<file path="config.mk">
export PLATFORM = sky130hd
export DESIGN_NAME = seq_alu
export DESIGN_NICKNAME = d
export VERILOG_FILES = /design/src/rtl/seq_alu_pkg.sv /design/src/rtl/seq_alu_muldiv.sv /design/src/rtl/seq_alu.sv
export SDC_FILE = /design/constraint.sdc
export NUM_CORES = 1
export LEC_CHECK = 0
export CAP_MARGIN = 0
export CELL_PAD_IN_SITES_DETAIL_PLACEMENT = 0
export CELL_PAD_IN_SITES_GLOBAL_PLACEMENT = 1
export CORE_MARGIN = 4
export CORE_UTILIZATION = 30
export DETAILED_ROUTE_END_ITERATION = 10
export PLACE_DENSITY_LB_ADDON = 0.3
export SKIP_LAST_GASP = 1
export SYNTH_ARGS = -nofsm -noshare
export SYNTH_HDL_FRONTEND = slang
export SYNTH_SLANG_ARGS = --single-unit
</file>
<file path="constraint.sdc">
create_clock -name clk -period 7.34 [get_ports clk]
set_clock_uncertainty 0.1 [all_clocks]
set_input_delay 1.835 -clock clk [delete_from_list [all_inputs] [get_ports clk]]
set_output_delay 1.835 -clock clk [all_outputs]
set_load 0.02 [all_outputs]
</file>
<file path="src/rtl/seq_alu_pkg.sv">
// seq_alu shared definitions: op codes, FSM encoding, flag indices.
// Divide ops are live only when SEQ_ALU_DIV_EN is defined.
package seq_alu_pkg;

  localparam logic [4:0] OP_ADDU = 5'b0_0000;
  localparam logic [4:0] OP_SUBU = 5'b0_0001;
  localparam logic [4:0] OP_ADD  = 5'b0_0010;
  localparam logic [4:0] OP_SUB  = 5'b0_0011;
  localparam logic [4:0] OP_AND  = 5'b0_0100;
  localparam logic [4:0] OP_OR   = 5'b0_0101;
  localparam logic [4:0] OP_XOR  = 5'b0_0110;
  localparam logic [4:0] OP_NOR  = 5'b0_0111;
  localparam logic [4:0] OP_LUI  = 5'b0_1000;
  localparam logic [4:0] OP_SLTU = 5'b0_1010;
  localparam logic [4:0] OP_SLT  = 5'b0_1011;
  localparam logic [4:0] OP_SRA  = 5'b0_1100;
  localparam logic [4:0] OP_SRL  = 5'b0_1101;
  localparam logic [4:0] OP_SLL  = 5'b0_1110;
  localparam logic [4:0] OP_MULU = 5'b1_0000;
  localparam logic [4:0] OP_MUL  = 5'b1_0001;
  localparam logic [4:0] OP_DIVU = 5'b1_0010;
  localparam logic [4:0] OP_DIV  = 5'b1_0011;

  localparam logic [1:0] S_IDLE = 2'd0;
  localparam logic [1:0] S_BUSY = 2'd1;
  localparam logic [1:0] S_DONE = 2'd2;

  localparam int F_ZERO  = 0;
  localparam int F_CARRY = 1;
  localparam int F_NEG   = 2;
  localparam int F_OVF   = 3;

endpackage

</file>
<file path="src/rtl/seq_alu_muldiv.sv">
// Iterative shift-add multiplier, one bit per cycle, on magnitudes.
// SEQ_ALU_DIV_EN adds a restoring divider sharing the same registers.
module seq_alu_muldiv
  import seq_alu_pkg::*;
#(
  parameter int WIDTH = 32
) (
  input  logic             clk,
  input  logic             rst,
  input  logic             i_start,
  input  logic             i_sgn,
`ifdef SEQ_ALU_DIV_EN
  input  logic             i_div,
`endif
  input  logic [WIDTH-1:0] i_a,
  input  logic [WIDTH-1:0] i_b,
  output logic             o_done,
  output logic [WIDTH-1:0] o_hi,
  output logic [WIDTH-1:0] o_lo,
  output logic             o_ovf
);

  localparam int CNT_W = $clog2(WIDTH + 1);

  logic             r_busy;
  logic [CNT_W-1:0] r_cnt;
  logic [WIDTH-1:0] r_hi;
  logic [WIDTH-1:0] r_lo;
  logic [WIDTH-1:0] r_m;
  logic             r_negp;
  logic             r_sgn;

  logic [WIDTH-1:0]   w_ma;
  logic [WIDTH-1:0]   w_mb;
  logic [WIDTH:0]     w_sum;
  logic [WIDTH-1:0]   w_hi_nx;
  logic [WIDTH-1:0]   w_lo_nx;
  logic [2*WIDTH-1:0] w_prod;

  assign w_ma = (i_sgn & i_a[WIDTH-1]) ? -i_a : i_a;
  assign w_mb = (i_sgn & i_b[WIDTH-1]) ? -i_b : i_b;
  assign w_sum = {1'b0, r_hi} + (r_lo[0] ? {1'b0, r_m} : '0);
  assign w_prod = r_negp ? -{r_hi, r_lo} : {r_hi, r_lo};
  assign o_done = r_busy & (r_cnt == CNT_W'(WIDTH));

`ifdef SEQ_ALU_DIV_EN
  logic             r_div;
  logic             r_negr;
  logic             r_bz;
  logic             r_dovf;
  logic [WIDTH-1:0] r_a;
  logic [WIDTH:0]   w_sh;
  logic [WIDTH-1:0] w_dif;

  assign w_sh  = {r_hi, r_lo[WIDTH-1]};
  assign w_dif = w_sh[WIDTH-1:0] - r_m;

  always_ff @(posedge clk) begin
    if (rst) begin
      r_div  <= 1'b0;
      r_negr <= 1'b0;
      r_bz   <= 1'b0;
      r_dovf <= 1'b0;
      r_a    <= '0;
    end else if (i_start) begin
      r_div  <= i_div;
      r_negr <= i_sgn & i_a[WIDTH-1];
      r_bz   <= (i_b == '0);
      r_dovf <= i_sgn & (i_a == {1'b1, {(WIDTH-1){1'b0}}})
                & (i_b == '1);
      r_a    <= i_a;
    end
  end
`endif

  always_comb begin
    w_hi_nx = w_sum[WIDTH:1];
    w_lo_nx = {w_sum[0], r_lo[WIDTH-1:1]};
`ifdef SEQ_ALU_DIV_EN
    if (r_div) begin
      if (w_sh >= {1'b0, r_m}) begin
        w_hi_nx = w_dif;
        w_lo_nx = {r_lo[WIDTH-2:0], 1'b1};
      end else begin
        w_hi_nx = w_sh[WIDTH-1:0];
        w_lo_nx = {r_lo[WIDTH-2:0], 1'b0};
      end
    end
`endif
  end

  always_comb begin
    o_lo  = w_prod[WIDTH-1:0];
    o_hi  = w_prod[2*WIDTH-1:WIDTH];
    o_ovf = r_sgn & (o_hi != {WIDTH{o_lo[WIDTH-1]}});
`ifdef SEQ_ALU_DIV_EN
    if (r_div) begin
      o_lo  = r_negp ? -r_lo : r_lo;
      o_hi  = r_negr ? -r_hi : r_hi;
      o_ovf = r_dovf;
      // x/0 reports the dividend back rather than the sign-fixed remainder
      if (r_bz) begin
        o_lo  = '1;
        o_hi  = r_a;
        o_ovf = 1'b1;
      end
    end
`endif
  end

  always_ff @(posedge clk) begin
    if (rst) begin
      r_busy <= 1'b0;
      r_cnt  <= '0;
      r_hi   <= '0;
      r_lo   <= '0;
      r_m    <= '0;
      r_negp <= 1'b0;
      r_sgn  <= 1'b0;
    end else if (i_start) begin
      r_busy <= 1'b1;
      r_cnt  <= '0;
      r_hi   <= '0;
      r_negp <= i_sgn & (i_a[WIDTH-1] ^ i_b[WIDTH-1]);
      r_sgn  <= i_sgn;
`ifdef SEQ_ALU_DIV_EN
      r_lo   <= i_div ? w_ma : w_mb;
      r_m    <= i_div ? w_mb : w_ma;
`else
      r_lo   <= w_mb;
      r_m    <= w_ma;
`endif
    end else if (r_busy) begin
      if (o_done) begin
        r_busy <= 1'b0;
      end else begin
        r_hi  <= w_hi_nx;
        r_lo  <= w_lo_nx;
        r_cnt <= r_cnt + 1'b1;
      end
    end
  end

endmodule

</file>
<file path="src/rtl/seq_alu.sv">
// Handshaked ALU: registered legacy ops plus iterative mul (div with
// SEQ_ALU_DIV_EN); results held until the consumer accepts them.
module seq_alu
  import seq_alu_pkg::*;
#(
  parameter int WIDTH = 32
) (
  input  logic             clk,
  input  logic             rst,
  input  logic             in_valid,
  output logic             in_ready,
  input  logic [4:0]       aluc,
  input  logic [WIDTH-1:0] a,
  input  logic [WIDTH-1:0] b,
  output logic             out_valid,
  input  logic             out_ready,
  output logic [WIDTH-1:0] r,
  output logic [WIDTH-1:0] r_hi,
  output logic             zero,
  output logic             carry,
  output logic             negative,
  output logic             overflow,
  output logic             illegal
);

  localparam int SHAMT_W = $clog2(WIDTH);

  logic [1:0]       r_state;
  logic [WIDTH-1:0] r_r;
  logic [WIDTH-1:0] r_rh;
  logic [3:0]       r_flags;
  logic             r_ill;

  logic               w_acc;
  logic               w_is_md;
  logic               w_ill;
  logic               w_nsel;
  logic               w_slt;
  logic [SHAMT_W-1:0] w_shamt;
  logic [WIDTH:0]     w_add;
  logic [WIDTH:0]     w_sub;
  logic [WIDTH:0]     w_sll;
  logic [WIDTH:0]     w_srl;
  logic [WIDTH:0]     w_sra;
  logic [WIDTH-1:0]   w_lr;
  logic [3:0]         w_lf;
  logic               w_md_done;
  logic               w_md_ovf;
  logic [WIDTH-1:0]   w_md_hi;
  logic [WIDTH-1:0]   w_md_lo;
  logic [3:0]         w_mf;

  assign in_ready = !rst & ((r_state == S_IDLE)
                  | ((r_state == S_DONE) & out_ready));
  assign w_acc = in_valid & in_ready;

  assign w_is_md = (aluc == OP_MULU) | (aluc == OP_MUL)
`ifdef SEQ_ALU_DIV_EN
                 | (aluc == OP_DIVU) | (aluc == OP_DIV)
`endif
                 ;
  assign w_ill = aluc[4] & !w_is_md;

  assign w_shamt = a[SHAMT_W-1:0];
  assign w_add = {1'b0, a} + {1'b0, b};
  assign w_sub = {1'b0, a} - {1'b0, b};
  assign w_slt = $signed(a) < $signed(b);
  // extra low/high bit captures the last bit shifted out
  assign w_sll = {1'b0, b} << w_shamt;
  assign w_srl = {b, 1'b0} >> w_shamt;
  assign w_sra = $signed({b, 1'b0}) >>> w_shamt;

  always_comb begin
    w_lr   = '0;
    w_lf   = '0;
    w_nsel = 1'b0;
    unique casez (aluc[3:0])
      4'b0000: begin
        w_lr = w_add[WIDTH-1:0];
        w_lf[F_CARRY] = w_add[WIDTH];
      end
      4'b0010: begin
        w_lr = w_add[WIDTH-1:0];
        w_lf[F_OVF] = (a[WIDTH-1] == b[WIDTH-1])
                    & (w_add[WIDTH-1] != a[WIDTH-1]);
      end
      4'b0001: begin
        w_lr = w_sub[WIDTH-1:0];
        w_lf[F_CARRY] = w_sub[WIDTH];
      end
      4'b0011: begin
        w_lr = w_sub[WIDTH-1:0];
        w_lf[F_OVF] = (a[WIDTH-1] != b[WIDTH-1])
                    & (w_sub[WIDTH-1] != a[WIDTH-1]);
      end
      4'b0100: w_lr = a & b;
      4'b0101: w_lr = a | b;
      4'b0110: w_lr = a ^ b;
      4'b0111: w_lr = ~(a | b);
      4'b100?: w_lr = {b[WIDTH/2-1:0], {(WIDTH/2){1'b0}}};
      4'b1011: begin
        w_lr = {{(WIDTH-1){1'b0}}, w_slt};
        w_nsel = 1'b1;
      end
      4'b1010: begin
        w_lr = {{(WIDTH-1){1'b0}}, w_sub[WIDTH]};
        w_lf[F_CARRY] = w_sub[WIDTH];
        w_nsel = 1'b1;
      end
      4'b1100: begin
        w_lr = w_sra[WIDTH:1];
        w_lf[F_CARRY] = w_sra[0];
      end
      4'b1101: begin
        w_lr = w_srl[WIDTH:1];
        w_lf[F_CARRY] = w_srl[0];
      end
      4'b111?: begin
        w_lr = w_sll[WIDTH-1:0];
        w_lf[F_CARRY] = w_sll[WIDTH];
      end
      default: ;
    endcase
    w_lf[F_ZERO] = (w_lr == '0);
    w_lf[F_NEG]  = w_nsel ? w_lr[0] : w_lr[WIDTH-1];
    if (aluc[4]) begin
      w_lr = '0;
      w_lf = '0;
    end
  end

  seq_alu_muldiv #(.WIDTH(WIDTH)) u_md (
    .clk     (clk),
    .rst     (rst),
    .i_start (w_acc & w_is_md),
    .i_sgn   (aluc[0]),
`ifdef SEQ_ALU_DIV_EN
    .i_div   (aluc[1]),
`endif
    .i_a     (a),
    .i_b     (b),
    .o_done  (w_md_done),
    .o_hi    (w_md_hi),
    .o_lo    (w_md_lo),
    .o_ovf   (w_md_ovf)
  );

  always_comb begin
    w_mf = '0;
    w_mf[F_ZERO] = (w_md_lo == '0);
    w_mf[F_NEG]  = w_md_lo[WIDTH-1];
    w_mf[F_OVF]  = w_md_ovf;
  end

  always_ff @(posedge clk) begin
    if (rst) begin
      r_state <= S_IDLE;
      r_r     <= '0;
      r_rh    <= '0;
      r_flags <= '0;
      r_ill   <= 1'b0;
    end else if (w_acc && w_is_md) begin
      r_state <= S_BUSY;
    end else if (w_acc) begin
      r_state <= S_DONE;
      r_r     <= w_lr;
      r_rh    <= '0;
      r_flags <= w_lf;
      r_ill   <= w_ill;
    end else if (r_state == S_BUSY && w_md_done) begin
      r_state <= S_DONE;
      r_r     <= w_md_lo;
      r_rh    <= w_md_hi;
      r_flags <= w_mf;
      r_ill   <= 1'b0;
    end else if (r_state == S_DONE && out_ready) begin
      r_state <= S_IDLE;
    end
  end

  assign out_valid = (r_state == S_DONE);
  assign r         = r_r;
  assign r_hi      = r_rh;
  assign zero      = r_flags[F_ZERO];
  assign carry     = r_flags[F_CARRY];
  assign negative  = r_flags[F_NEG];
  assign overflow  = r_flags[F_OVF];
  assign illegal   = r_ill;

endmodule

</file>
**After elaboration in Yosys (flattened, before gate mapping)**

Cells that the tools add are included.

- Logic and storage cells: 120
- Bits in registers: 176
- Output and inout port bits: 71
- Bits in writable memories: 0
- Memory bits (read-only): 0
- Memories kept: 0
- Bits in latches: 0
- Bits of input ports: 73

- Magnitude comparators: 1
- Equal/unequal tests: 24
- $mul: 0
- Reduce and logical (&&, ||, !) cells: 22
- Multiplexer cells: 29
- $add $sub $neg: 7
- Divide/modulo/power cells: 0
- Shift-type cells: 3
- Bitwise gates (word level): 21

Operators with widths:

| cell | number |
|---|---|
| case mux 32 bit (12 select lines) | 1 |
| 2-to-1 mux 32 bit | 11 |
| logical NOT 32 bit | 2 |
| 2-to-1 mux 64 bit | 1 |
| negation 32 bit | 2 |
| negation 64 bit | 1 |
| adder 32 x 32 -> 33 bit | 1 |
| adder 32 x 33 -> 33 bit | 1 |
| left shift 32 x 5 -> 33 bit | 1 |
| right shift 33 x 5 -> 33 bit | 1 |
| >>> shifter 33 x 5 -> 33 bit | 1 |
| subtractor 32 x 32 -> 33 bit | 1 |
| bitwise AND 32 bit | 1 |
| less-than comparator 32 bit | 1 |
| != test 32 bit | 1 |
| inverter 32 bit | 1 |
| OR 32 bit | 1 |
| bitwise XOR 32 bit | 1 |
| equality test 4 x 3 -> 1 bit (second input constant) | 4 |
| equality test 4 bit (second input constant) | 4 |
| bitwise AND 1 bit | 12 |
| 2-to-1 mux 4 bit | 3 |
| OR reduction 2 bit | 6 |
| equality test 5 bit (second input constant) | 2 |
| 25 further kinds | 46 |

**Logic depth before layout (Yosys ltp)**

- Depth after elaboration: 8
- Depth in mapped cells: 20
- Depth with buffers taken out: 15

**Cells and area by module**

From an unflattened synthesis, not the netlist that was laid out.

- Cells, all modules: 2973
- Area, all modules: 21942.3 sq um

By module, submodules not included:

| module | area an instance (sq um) | cells each | sequential area each (sq um) | times used |
|---|---|---|---|---|
| seq_alu | 13259.0 | 1776 | 1421.4 | 1 |
| seq_alu_muldiv | 8683.3 | 1197 | 2102.0 | 1 |

**Worst setup path after synthesis**

No wires, ideal clock.

- Kind: input to register
- Start: input port a[0]
- End: register r_flags[3]
- Library setup time: 59 ps
- Stages: 18
- Data required time: 7181 ps
- Path buffers: 5
- Setup slack: 781 ps
- Data arrival time: 6399 ps
- Cells stage by stage: buf_2 -> inv_1 -> buf_2 -> buf_2 -> clkbuf_1 -> buf_1 -> ha_1 -> nor2_1 -> o311a_1 -> o21ai_0 -> o21ai_1 -> a2111oi_0 -> nor4_1 -> o21ai_0 -> a21oi_1 -> or4_1 -> a31oi_1 -> o31a_1

- Word-level cells in the longest chain between the ends: 6
- Elaborated cells between the ends (all ways): 9
- Those cells by class: 2 x add/sub; 2 x eq/ne; 3 x mux; 2 x bitwise

RTL lines:

| what | RTL line | text |
|---|---|---|
| start: declaration | seq_alu.sv:13 | `input logic [WIDTH-1:0] a,` |
| subtractor 32 x 32 -> 33 bit or adder 32 x 32 -> 33 bit (tied branches) | seq_alu.sv:66, seq_alu.sv:65 |  |
| != test 1 bit, on equally long branches | seq_alu.sv:94, seq_alu.sv:85 |  |
| bitwise AND 1 bit, on equally long branches | seq_alu.sv:94, seq_alu.sv:85 |  |
| case mux 1 bit (2 select lines) * | seq_alu.sv:77 | `unique casez (aluc[3:0])` |
| 2-to-1 mux 4 bit * | seq_alu.sv:126 | `if (aluc[4]) begin` |
| 2-to-1 mux 4 bit * | seq_alu.sv:164 | `end else if (w_acc) begin` |
| end signal: assignment | seq_alu.sv:168 | `r_flags <= w_lf;` |
| end signal: assignment | seq_alu.sv:174 | `r_flags <= w_mf;` |
| end: declaration | seq_alu.sv:31 | `logic [3:0] r_flags;` |

Mark *: on every way between the ends. The rest lies on a longest branch, timed or not.
A chain may end at the register's enable or synchronous reset.

**Worst setup path in the final report**

- Start: input port b[1]
- End: register r_flags[0]

- Word-level cells in the longest chain between the ends: 6
- Elaborated cells between the ends (all ways): 14
- Those cells by class: 2 x add/sub; 1 x order compare; 3 x shift; 3 x mux; 4 x bitwise; 1 x reduce/logical

RTL lines:

| what | RTL line | text |
|---|---|---|
| start: declaration | seq_alu.sv:14 | `input logic [WIDTH-1:0] b,` |
| branches (longest 2 deep; another with subtractor 32 x 32 -> 33 bit) | n/a |  |
| case mux 32 bit (12 select lines) * | seq_alu.sv:77 |  |
| logical NOT 32 bit * | seq_alu.sv:124 | `w_lf[F_ZERO] = (w_lr == '0);` |
| 2-to-1 mux 4 bit * | seq_alu.sv:126 |  |
| 2-to-1 mux 4 bit * | seq_alu.sv:164 |  |

Every way passes the cells marked *.

==> qor.yml <==
vias: 25400
synth_nets: 3270
synth_area_um2: 22000
seqCellArea_um2: 3520
irDropWorstVdd_uv: 162
required_ps: 7610
grtUsageTotal: 0.301
antenna_found_initial: 10
syn2layout_area_growth_pct: 17.0
numCtsBuffers: 17
die_w_um: 279
cap_violations: 0
worst_slew_pin_slew_ps: 1410
cts_sinks: 176
hold_viol: 0
yosysWarnings: 0
p_leak_nw: 9.89
whs_ps: 347
cts_setup_buffers: 0
die_area_um2: 77700
cts_resized: 0
rsz0062_at_grt: "false"
ant_nets: 0
vias_per_cell: 6.17
tns_ps: 0
start_kind: "input port"
wl_per_cell_um: 29.7
period_share: 0.927
final_nets: 3354
async_flop_share: 0
hp-class: "flip-flop to flip-flop"
yosys.area_share.simple: 0.229
synth_fa_ha_area_frac: 0.0784
clk_latency_ps: 450
overflow: 0
synthCells: 3061
grt_max_degree: 79
drt-total-wl_um: 122000
synthXorXnorAreaFrac: 0.0764
synth.avg_cell_area_um2: 7.19
criticalPathCategory: "input port to flip-flop"
placed_cells: 4085
synth_compound_area_frac: 0.293
crit_fanout: 5
slew_headroom: 0.0566
fin_cells: 4118
multi_input_area_um2: 17000
synth-seq-area-share: 0.160
cts_root_buffer: "clkbuf_16"
rows: 99
status: "complete, no violations"
n_fill_cell: 7822
port_buffers: 143
grt_pass1_vias: 24100
initial_core_util: 0.302
fmax_ghz: 0.147
maxSlewViolCount: 0
synth.area.mux_share: 0.0949
firstDrtPassIters: 6
finalCriticalPeriod_ps: 6800
die_h_um: 279
ys.flop_type: "dfxtp_1"
report.final.setup_viol: 0
synth.ff_latch_count: 176
drive_gt1_frac: 0.114
htreeDepth: 4
synth_edf_count: 0
synth_top_family_by_area: "compound AO/OA/AOI/OAI gates"
synth_cell_types: 89
clkSlewWorstSetupHoldPaths_ps: 70
clock_path_buffers: 2
ioPinCount: 144
tritoncts: "done"
powerDensity_nw_per_um2: 136
core_um2: 72800
postCtsHoldBufs: 0
gp_congestion: 1.05
cp-end-kind: "flip-flop"
hpwl_um: 97200
drc: 0
drt_iter0_markers: 2742
cp.arrival_ps: 7070
grt_pass1_wl_um: 175000
logic make-up (layout without fill, tap and decap cells):
logic type / Yosys count / in the layout
multiplexers: 155 / 155
XOR/XNOR: 192 / 192
AND/OR/NAND/NOR: 1084 / 1084
AO/OA/AOI/OAI: 933 / 933
buffers and inverters: 385 / 482
other: 0 / 1
flip-flops: 176 / 176
adder cells (fa/ha/maj): 136 / 136
worst max-delay path, cell delays in order:
cell             delay (ps)
clkdlybuf4s50_1         630
inv_1                   170
ha_1                    360
a211o_1                 380
and4_1                  260
nor3_1                  490
o21bai_1                300
a31oi_1                 320
xnor2_1                 160
a211oi_1               1010
nand4_1                 160
nor4_1                  570
nand4_1                 190
o31ai_1                 220
cells in the mapped netlist, types with 20 or more instances:
cell      count  share of area
nor2_1      321          0.055
xor2_1       51          0.020
o211ai_1     34          0.012
ha_1        133          0.076
or3_1        39          0.011
buf_1        31         0.0053
or4_1        20         0.0068
a221oi_1     31          0.012
nand4_1      34         0.0097
mux2i_1      69          0.031
o21a_1       20         0.0068
a21oi_1     177          0.040
a22oi_1      22         0.0075
clkbuf_1    209          0.036
o21ai_0     169          0.038
nor4_1       29         0.0082
mux2_2       48          0.025
nand2_1     338          0.058
nor3_1       88          0.020
and2_1       41          0.012
inv_1       117          0.020
mux4_2       38          0.039
a311oi_1     39          0.016
a31oi_1      50          0.014
dfxtp_1     176           0.16
a211oi_1     92          0.031
xnor2_1     141          0.056
nand3_1      61          0.014
o31ai_1      37          0.013
nand2b_1     24         0.0068
or2_2        21         0.0060
power by group:
| group | switching [mW] | internal [mW] |
|---|---|---|
| Sequential | 0.0151 | 0.971 |
| Combinational | 0.972 | 0.502 |
| Clock | 0.448 | 0.585 |
state kept, by name, summed over array words and instances, names as in the netlist:
signal / count
illegal: 1
r_hi: 32
r_flags: 4
r_state: 2
u_md.r_cnt: 6
u_md.r_sgn: 1
u_md.r_m: 32
u_md.r_busy: 1
u_md.r_hi: 32
u_md.r_lo: 32
r: 32
u_md.r_negp: 1
worst paths after layout:
path | startpoint | cells past startpoint | slack, ps | end
max | b[1] | 14 | 540 | r_flags[0]$_SDFFE_PP0P_
min | r_flags[1]$_SDFFE_PP0P_ | 2 | 350 | r_flags[1]$_SDFFE_PP0P_
max reg2reg | u_md.r_lo[9]$_SDFFE_PP0P_ | 11 | 2640 | r_flags[3]$_SDFFE_PP0P_
min reg2reg | r_flags[1]$_SDFFE_PP0P_ | 2 | 350 | r_flags[1]$_SDFFE_PP0P_
per-stage QoR:
stage | worst slack, ps | utilization | instance area [µm²] | total power [mW]
after floorplan | 781 | - | 22000 | 1.81
after global placement | 323 | 0.344 | 25100 | 2.44
after detailed placement | 383 | 0.344 | 25100 | 2.44
after CTS | 853 | 0.353 | 25700 | 3.47
after global routing | 539 | 0.353 | 25700 | 3.61
final | 538 | 0.353 | 25700 | 3.49
final cells by class:
class                      count  share of cell area
clock inverter                14             0.00841
clock buffer                  18              0.0167
tap                          959              0.0466
antenna                        1           0.0000972
timing repair buffer         328               0.112
multi-input combinational   2500               0.661
inverter                     122              0.0178
sequential                   176               0.137
metal layers:
metal / vias to the layer above / routed length [µm] / track usage
met3: 313 / 10200 / 0.0589
met5: - / 95 / 0
met1: 12300 / 49600 / 0.384
met4: 14 / 8720 / 0.178
li1: 11500 / - / -
met2: 1296 / 53700 / 0.473
layout by cell type, fill, tap and decap left out, drive strengths merged, types with 126 or more instances in the layout:
cell / instances
a21oi: 177
buf: 193
clkdlybuf4s50: 135
dfxtp: 176
ha: 133
inv: 126
nand2: 338
nor2: 321
o21ai: 178
xnor2: 141
Note: power is estimated with default switching activity, not from simulation.
